File: config.mk
export PLATFORM = sky130hd
export DESIGN_NAME = mandelbrot_sched
export DESIGN_NICKNAME = d
export VERILOG_FILES = /design/src/rtl/mandelbrot_sched.sv
export SDC_FILE = /design/constraint.sdc
export NUM_CORES = 1
export LEC_CHECK = 0
export ABC_AREA = 1
export BUFFER_PORTS_ARGS = -buffer_cell sky130_fd_sc_hd__clkbuf_2
export CAP_MARGIN = 0
export CORE_AREA = 2 2 141 143
export DETAILED_ROUTE_END_ITERATION = 16
export DIE_AREA = 0 0 143 145
export PLACE_DENSITY = 0.48
export SETUP_SLACK_MARGIN = 0.4
export SLEW_MARGIN = 20
export SYNTH_ARGS = -nofsm -noshare
export SYNTH_HDL_FRONTEND = slang
export SYNTH_SLANG_ARGS = --single-unit
File: constraint.sdc
create_clock -name clk -period 3.11 [get_ports clk]
set_input_delay 0.4665 -clock clk [delete_from_list [all_inputs] [get_ports clk]]
set_output_delay 0.4665 -clock clk [all_outputs]
set_load 0.005 [all_outputs]
File: src/rtl/mandelbrot_sched.sv
// Round-robin scheduler sharing NCORES iteration engines between one job stream and one result stream.
// Dispatch is combinational; collect has one register stage; stalls upstream when all engines are busy and holds results while res_rdy=0.
module mandelbrot_sched #(
  parameter int NCORES   = 4,
  parameter int MAXITERS = 256,
  parameter int IW       = $clog2(MAXITERS),
  parameter int FPW      = 54,
  parameter int AW       = 11,
  parameter int CW       = $clog2(NCORES+1)
) (
  input  logic                 clk,
  input  logic                 rst,
  input  logic                 clk_en,
  input  logic                 job_vld,
  output logic                 job_rdy,
  input  logic [FPW-1:0]       job_x,
  input  logic [FPW-1:0]       job_y,
  input  logic [AW-1:0]        job_adr,
  output logic [NCORES-1:0]    core_in_vld,
  input  logic [NCORES-1:0]    core_in_rdy,
  output logic [FPW-1:0]       core_x,
  output logic [FPW-1:0]       core_y,
  output logic [AW-1:0]        core_adr,
  input  logic [NCORES-1:0]    core_out_vld,
  output logic [NCORES-1:0]    core_out_rdy,
  input  logic [NCORES*IW-1:0] core_niter,
  input  logic [NCORES*AW-1:0] core_adr_o,
  output logic                 res_vld,
  input  logic                 res_rdy,
  output logic [IW-1:0]        res_niter,
  output logic [AW-1:0]        res_adr,
  output logic [CW-1:0]        outstanding,
  output logic                 idle
);

  localparam int PW = $clog2(NCORES);
  localparam logic [PW-1:0] LAST = PW'(NCORES-1);

  // First requester at or after ptr, wrapping modulo NCORES.
  function automatic logic [PW-1:0] rr_pick(input logic [NCORES-1:0] req, input logic [PW-1:0] ptr);
    logic [PW-1:0] g;
    logic          found;
    int            k;
    g     = '0;
    found = 1'b0;
    for (int i = 0; i < NCORES; i++) begin
      k = int'(ptr) + i;
      if (k >= NCORES) k = k - NCORES;
      if (!found && req[k]) begin
        found = 1'b1;
        g     = PW'(k);
      end
    end
    return g;
  endfunction

  function automatic logic [PW-1:0] rr_next(input logic [PW-1:0] g);
    return (g == LAST) ? '0 : g + 1'b1;
  endfunction

  logic [PW-1:0] dptr, cptr;
  logic [PW-1:0] dg, cg;
  logic          dispatch, take;

  assign dg       = rr_pick(core_in_rdy, dptr);
  assign cg       = rr_pick(core_out_vld, cptr);
  assign job_rdy  = clk_en & (|core_in_rdy);
  assign dispatch = job_vld & job_rdy;
  assign take     = clk_en & (|core_out_vld) & (~res_vld | res_rdy);

  always_comb begin
    core_in_vld      = '0;
    core_out_rdy     = '0;
    core_in_vld[dg]  = dispatch;
    core_out_rdy[cg] = take;
  end

  assign core_x   = job_x;
  assign core_y   = job_y;
  assign core_adr = job_adr;
  assign idle     = (outstanding == '0) & ~res_vld;

  always_ff @(posedge clk or posedge rst) begin
    if (rst) begin
      res_vld     <= 1'b0;
      res_niter   <= '0;
      res_adr     <= '0;
      outstanding <= '0;
      dptr        <= '0;
      cptr        <= '0;
    end else if (clk_en) begin
      if (dispatch) dptr <= rr_next(dg);
      if (take) begin
        res_vld   <= 1'b1;
        res_niter <= core_niter[int'(cg)*IW +: IW];
        res_adr   <= core_adr_o[int'(cg)*AW +: AW];
        cptr      <= rr_next(cg);
      end else if (res_vld && res_rdy) begin
        res_vld <= 1'b0;
      end
      // A dispatch and a collect in the same cycle cancel out.
      case ({dispatch, take})
        2'b10:   outstanding <= outstanding + 1'b1;
        2'b01:   outstanding <= outstanding - 1'b1;
        default: outstanding <= outstanding;
      endcase
    end
  end

endmodule
## After elaboration in Yosys (flattened, before gate mapping)

Cells that the tools add are included.

| operators by class | value |
|---|---|
| $add $sub $neg | 18 |
| $mul | 1 |
| $lt $le $gt $ge | 20 |
| equal/unequal tests | 4 |
| shifts and indexed selects | 2 |
| mux-type cells | 55 |
| bitwise logic cells | 9 |
| reductions and logical operators | 24 |

Operators by type and width:

| kind | number |
|---|---|
| $lt A32 B4 Y1 const B | 8 |
| $mux W32 | 8 |
| $shiftx A44 B7 Y11 | 1 |
| $shiftx A32 B6 Y8 | 1 |
| $mux W1 | 26 |
| $sub A3 B3 Y4 const B | 6 |
| $mux W2 | 10 |
| $ge A3 B3 Y1 const B | 6 |
| $bmux W1 S2 | 8 |
| $add A2 B2 Y3 const B | 4 |
| $logic_and A1 B1 Y1 | 9 |
| $and A4 B4 Y4 | 2 |
| $reduce_and A2 Y1 | 4 |
| $reduce_or A4 Y1 | 2 |
| $sub A2 B3 Y4 const B | 2 |
| $add A2 B1 Y3 const B | 2 |
| $eq A2 B2 Y1 const B | 3 |
| $ge A2 B3 Y1 const B | 2 |
| $logic_not A1 Y1 | 6 |
| $lt A2 B3 Y1 const B | 2 |
| $mul A2 B4 Y6 const B | 1 |
| $pmux W3 S2 | 1 |
| $and A1 B1 Y1 | 5 |
| $add A2 B1 Y2 const B | 2 |
| 9 further kinds | 12 |

| word-level totals | value |
|---|---|
| bits in registers | 27 |
| input port bits | 208 |
| output and inout port bits | 152 |
| logic and storage cells | 139 |

## Longest topological paths before layout

| depth | value |
|---|---|
| depth in word-level cells | 20 |
| mapped depth | 16 |
| gate-level depth less buffers | 14 |

## Worst setup path after synthesis

Ideal clock, no wire load.

| timing | value |
|---|---|
| kind | input to register |
| start | input core_out_vld[0] |
| end | register outstanding[2] |
| library setup time | 80 ps |
| arrival time | 2,207 ps |
| data required time | 3,030 ps |
| slack | 823 ps |
| stages on the path | 11 |
| buffers on the path | 1 |
| path through | inv_1 -> a41oi_1 -> nand2_1 -> inv_1 -> buf_2 -> ha_1 -> inv_1 -> fa_1 -> or2_2 -> nand3_1 -> xnor2_1 |

| on the way | value |
|---|---|
| longest elaborated chain between the ends | 6 |
| elaborated cells on any way between the ends | 8 |
| those cells by class | 2 x eq/ne; 1 x mux; 2 x bitwise; 3 x reduce/logical |

Ends and longest elaborated chain:

| item | RTL line | RTL |
|---|---|---|
| from (decl) | 24 | `input logic [NCORES-1:0] core_out_vld,` |
| $reduce_or A4 Y1 (*) | 69 | `assign take = clk_en & (\|core_out_vld) & (~res_vld \| res_rdy);` |
| $and A1 B1 Y1 (*) (2 in a row) | 69 |  |
| named net take | 63 | `logic dispatch, take;` |
| $eq A2 B1 Y1 or $eq A2 B2 Y1 (tied branches) | 102 | `case ({dispatch, take})` |
| $reduce_bool A2 Y1 (no source line) | -- |  |
| $reduce_and A2 Y1 (no source line) | -- |  |
| to (signal assigned) | 103 | `2'b10: outstanding <= outstanding + 1'b1;` |
| to (signal assigned) | 104 | `2'b01: outstanding <= outstanding - 1'b1;` |
| to (signal assigned) | 105 | `default: outstanding <= outstanding;` |
| to (decl) | 32 | `output logic [CW-1:0] outstanding,` |

The timed path passes the listed nets; every way through them passes the cells marked *.
A chain may end at the register's enable or synchronous reset.

## Worst setup path after layout

| timing | value |
|---|---|
| start | register dptr[0] |
| end | output core_in_vld[0] |

| on the way | value |
|---|---|
| longest elaborated chain between the ends | 20 |
| elaborated cells on any way between the ends | 46 |
| those cells by class | 7 x add/sub; 6 x order compare; 25 x mux; 1 x bitwise; 7 x reduce/logical |

Ends and longest elaborated chain:

| item | RTL line | RTL |
|---|---|---|
| from (decl) | 61 | `logic [PW-1:0] dptr, cptr;` |
| from (signal assigned) | 92 | `if (dispatch) dptr <= rr_next(dg);` |
| parallel branches: the longest is 14 deep, another holds $sub A3 B3 Y4 | -- |  |
| $mux W2 (*) | 49 | `if (!found && req[k]) begin` |
| $lt A2 B3 Y1 (implied by the code) or $ge A2 B1 Y1 (tied branches) | 74 | `core_in_vld[dg] = dispatch;` |
| $logic_and A1 B1 Y1 (implied by the code) | 74 |  |
| $mux W1 (implied by the code) | 74 |  |
| $demux W1 S2 (*) | 74 |  |
| $and A4 B4 Y4 (no source line) (*) | -- |  |
| to (decl) | 19 | `output logic [NCORES-1:0] core_in_vld,` |

Every way passes the cells marked *. The select of a mux whose other input is x is not followed.

==> results.toml <==
[run_status]
status = "finished clean"

[placed_design]
numPortBuffers = 121
post-place-cells = 739
dpl.hpwl_um = 7534
gp_congestion = 0.7206
pre_cts_ws_ps = 577.2

[layout]
instances_no_fill = 757
multi_input_area_um2 = 1599
diodes = 0
syn_to_final_growth_pct = 9.459
drive_gt1_share_pct = 42.68
seq_area_um2 = 678.2
fillers = 2220
final_nets = 711

[timing]
max-slew-margin-rel_pct = 66.56
fin_crit_ps = 2604
final_hold_viol_count = 0
layout_setup_ws_ps = 506.1
setup_viol = 0
worst_pin_slew_ps = 501.6
period_share_pct = 83.73
tns_ps = 0
fmax_mhz = 384.0
clock_skew_ps = 6.775
slew_viol_final = 0
rsz0062_at_grt = "yes"

[synth]
yosysWarnings = 0
synthTopCellsByArea = "buf_4, dfrtp_1, nand2_1, nand3_1, ha_1"
ys_ff_latch = 27
synth_area_um2 = 3333
synth_flop_cell = "dfrtp_1"
synth_cells = 484
synth-async-reset-ratio_pct = 100.0
syn_avg_cell_area_um2 = 6.887
yosysUniqueCellTypes = 31
synth_edf_count = 0
synth_common_cells = "nand2_1, buf_4, nand3_1"
synth_largest_area_cell = "buf_4"
syn_nets = 702
post-synth-top-area-fraction_pct = 26.80
yosysMostFrequentCell = "nand2_1"
ys_seq_area_share_pct = 20.27

[critical_path]
crit_top_cell = "nand2_2"
reg2reg_to = "res_adr[5]"
startpoint_type = "flip-flop"
r2r_slack_ps = 870
cp.required_ps = 2640
timing.critical_path.buf_inv = 4
crit_family = "simple AND/OR/NAND/NOR gates"
arrival_ps = 2140
worst_r2r_path_depth = 14
r2r-start = "cptr[0]"
cpMaxStageDelayCell = "dfrtp_2"
crit_fanout = 6
setup.worst_path.end_class = "output pin"
crit_chain = "buf_6 > nand2_2 > o21ai_2 > nand2_2 > nand2_2 > nor2_2 > nand2_2 > a21oi_2 > nand2_2 > nand2_4 > inv_2 > ha_2 > inv_1 > nor2_1 > buf_2"
path_class = "reg -> out"
cpPeakStageDelay_ps = 470

[floorplanning]
die_w_um = 143
die_area_um2 = 20740
core.rowCount = 51
ios = 360
die_h_um = 145
start_util_pct = 17.35
coreArea_um2 = 19210

[clock_network]
clock-sinks = 27
clock_path_buffers = 2
cts_made_buffers = 3
clk_latency_ps = 280
htree_levels = 1
tritoncts = "yes"
clk_pin_slew_ps = 80
root_buffer = "clkbuf_16"
hold_buffers = 0

[detailed_routing]
drt_wl_total_um = 10780
vias = 3001
wire_per_inst_um = 14.24
drt-vias-per-instance = 3.964
drtIter0Drc = 69
remaining_drc_errors = 0
antenna_left = 0
first_pass_iters = 4

[pwr]
p_leak_nw = 1.899
switching_share_pct = 52.21
ir_worst_vdd_mv = 0.3812
power.total_mw = 4.283
p_switching_mw = 2.236
p_comb_share_pct = 76.8
pwr-share-clk_pct = 7.5
p_int_mw = 2.047
seq_power_share_pct = 15.6
cellPowerDensity_nw_per_um2 = 1174

[global_routing]
grt.overflow.total = 0
track_usage_pct = 9.861
grt_pass1_wl_um = 15680
antenna_found_initial = 0
grt_pass1_vias = 2830
grt_max_degree = 39

[hold_path]
min_path_type = "in -> async"

[run]
cap_violations = 0
[logic make-up (layout without fill, tap and decap cells)]
kind of cell	count (synthesis)	after routing	share of synthesized area [%]
simple gates	252	252	35.74
buf+inv	173	181	35.81
flops	27	27	20.27
compound gates	18	18	3.153
fa+ha+maj	10	10	3.979
xor+xnor	4	4	1.051
[state kept, by name, summed over array words and instances, names as in the netlist]
signal,cells
res_adr,11
dptr,2
res_vld,1
cptr,2
res_niter,8
outstanding,3
[through the flow]
step           util (%)  cell area, um^2  hold WS [ps]
3_3_place_gp      17.06             3277         463.7
2_1_floorplan         -             3333         472.6
4_1_cts           17.64             3388         250.5
5_1_grt           19.00             3649         272.3
6_report          19.00             3649         237.3
3_5_place_dp      17.06             3277         466.1
[worst min-delay path, stage by stage]
cell and delay (ps):
clkbuf_2 80, inv_1 40, buf_4 360
[metal layers]
metal	vias up	track usage (%)	share of wire [%]
li1	1435	-	-
met4	0	5.743	4.8
met2	147	15.67	46
met1	1353	11.81	41
met5	-	0	0
met3	66	2.706	8.3
[layout by cell type (no fill, tap or decap), types with 2 or more instances in the layout]
master | netlist | final
o21ai_2 | 0 | 5
nor2_2 | 2 | 2
ha_4 | 0 | 2
o21ai_0 | 9 | 2
buf_6 | 4 | 2
nand3_2 | 11 | 12
clkbuf_2 | 0 | 116
buf_2 | 11 | 5
nand3_1 | 89 | 88
ha_2 | 0 | 2
clkbuf_16 | 0 | 4
a21oi_1 | 4 | 3
o21ai_1 | 3 | 4
nand2_4 | 1 | 2
dfrtp_1 | 27 | 25
xor2_1 | 3 | 2
buf_4 | 119 | 19
nor2_4 | 0 | 2
nand2_1 | 120 | 111
or2_2 | 3 | 2
inv_1 | 27 | 22
nand2_2 | 6 | 13
nor2_1 | 15 | 13
nor4_1 | 2 | 2
ha_1 | 9 | 5
dfrtp_2 | 0 | 2
inv_2 | 4 | 8
[worst max path at each step]
stage	start	endpoint	slack [ps]	depth (start not counted)
detailed placement	cptr[0]	core_out_rdy[3]	580	11
CTS	cptr[1]	core_out_rdy[1]	410	14
global route	dptr[0]	core_in_vld[0]	350	13
global placement	cptr[0]	core_out_rdy[3]	570	11
floorplan	core_out_vld[0]	outstanding[2]	820	11
finish	dptr[0]	core_in_vld[0]	510	15
[power groups by stage]
| stage | clock network [mW] | logic, mW | registers, mW |
|---|---|---|---|
| 3_5_place_dp | 0 | 2.67 | 0.678 |
| 2_1_floorplan | 0 | 2.13 | 0.637 |
| 3_3_place_gp | 0 | 2.67 | 0.678 |
| 6_report | 0.323 | 3.29 | 0.670 |
| 4_1_cts | 0.351 | 2.77 | 0.670 |
| 5_1_grt | 0.357 | 3.71 | 0.695 |
[area by class of cell]
type	instances	share of cell area, %
inverters	32	3.567
clock buffers	4	2.160
well taps	265	9.088
multi-input cells	284	43.83
repair buffers	145	22.77
flip-flops and latches	27	18.59
[what timing repair did]
item / in CTS / in global routing
resized for setup: 11 / 55
gates cloned: 0 / 1
hold endpoints to repair: 0 / 0
setup endpoints to repair: 8 / 8
buffers inserted: 2 / 11
pin swaps: 1 / 17
No activity file was read; power rests on OpenSTA's default activity.
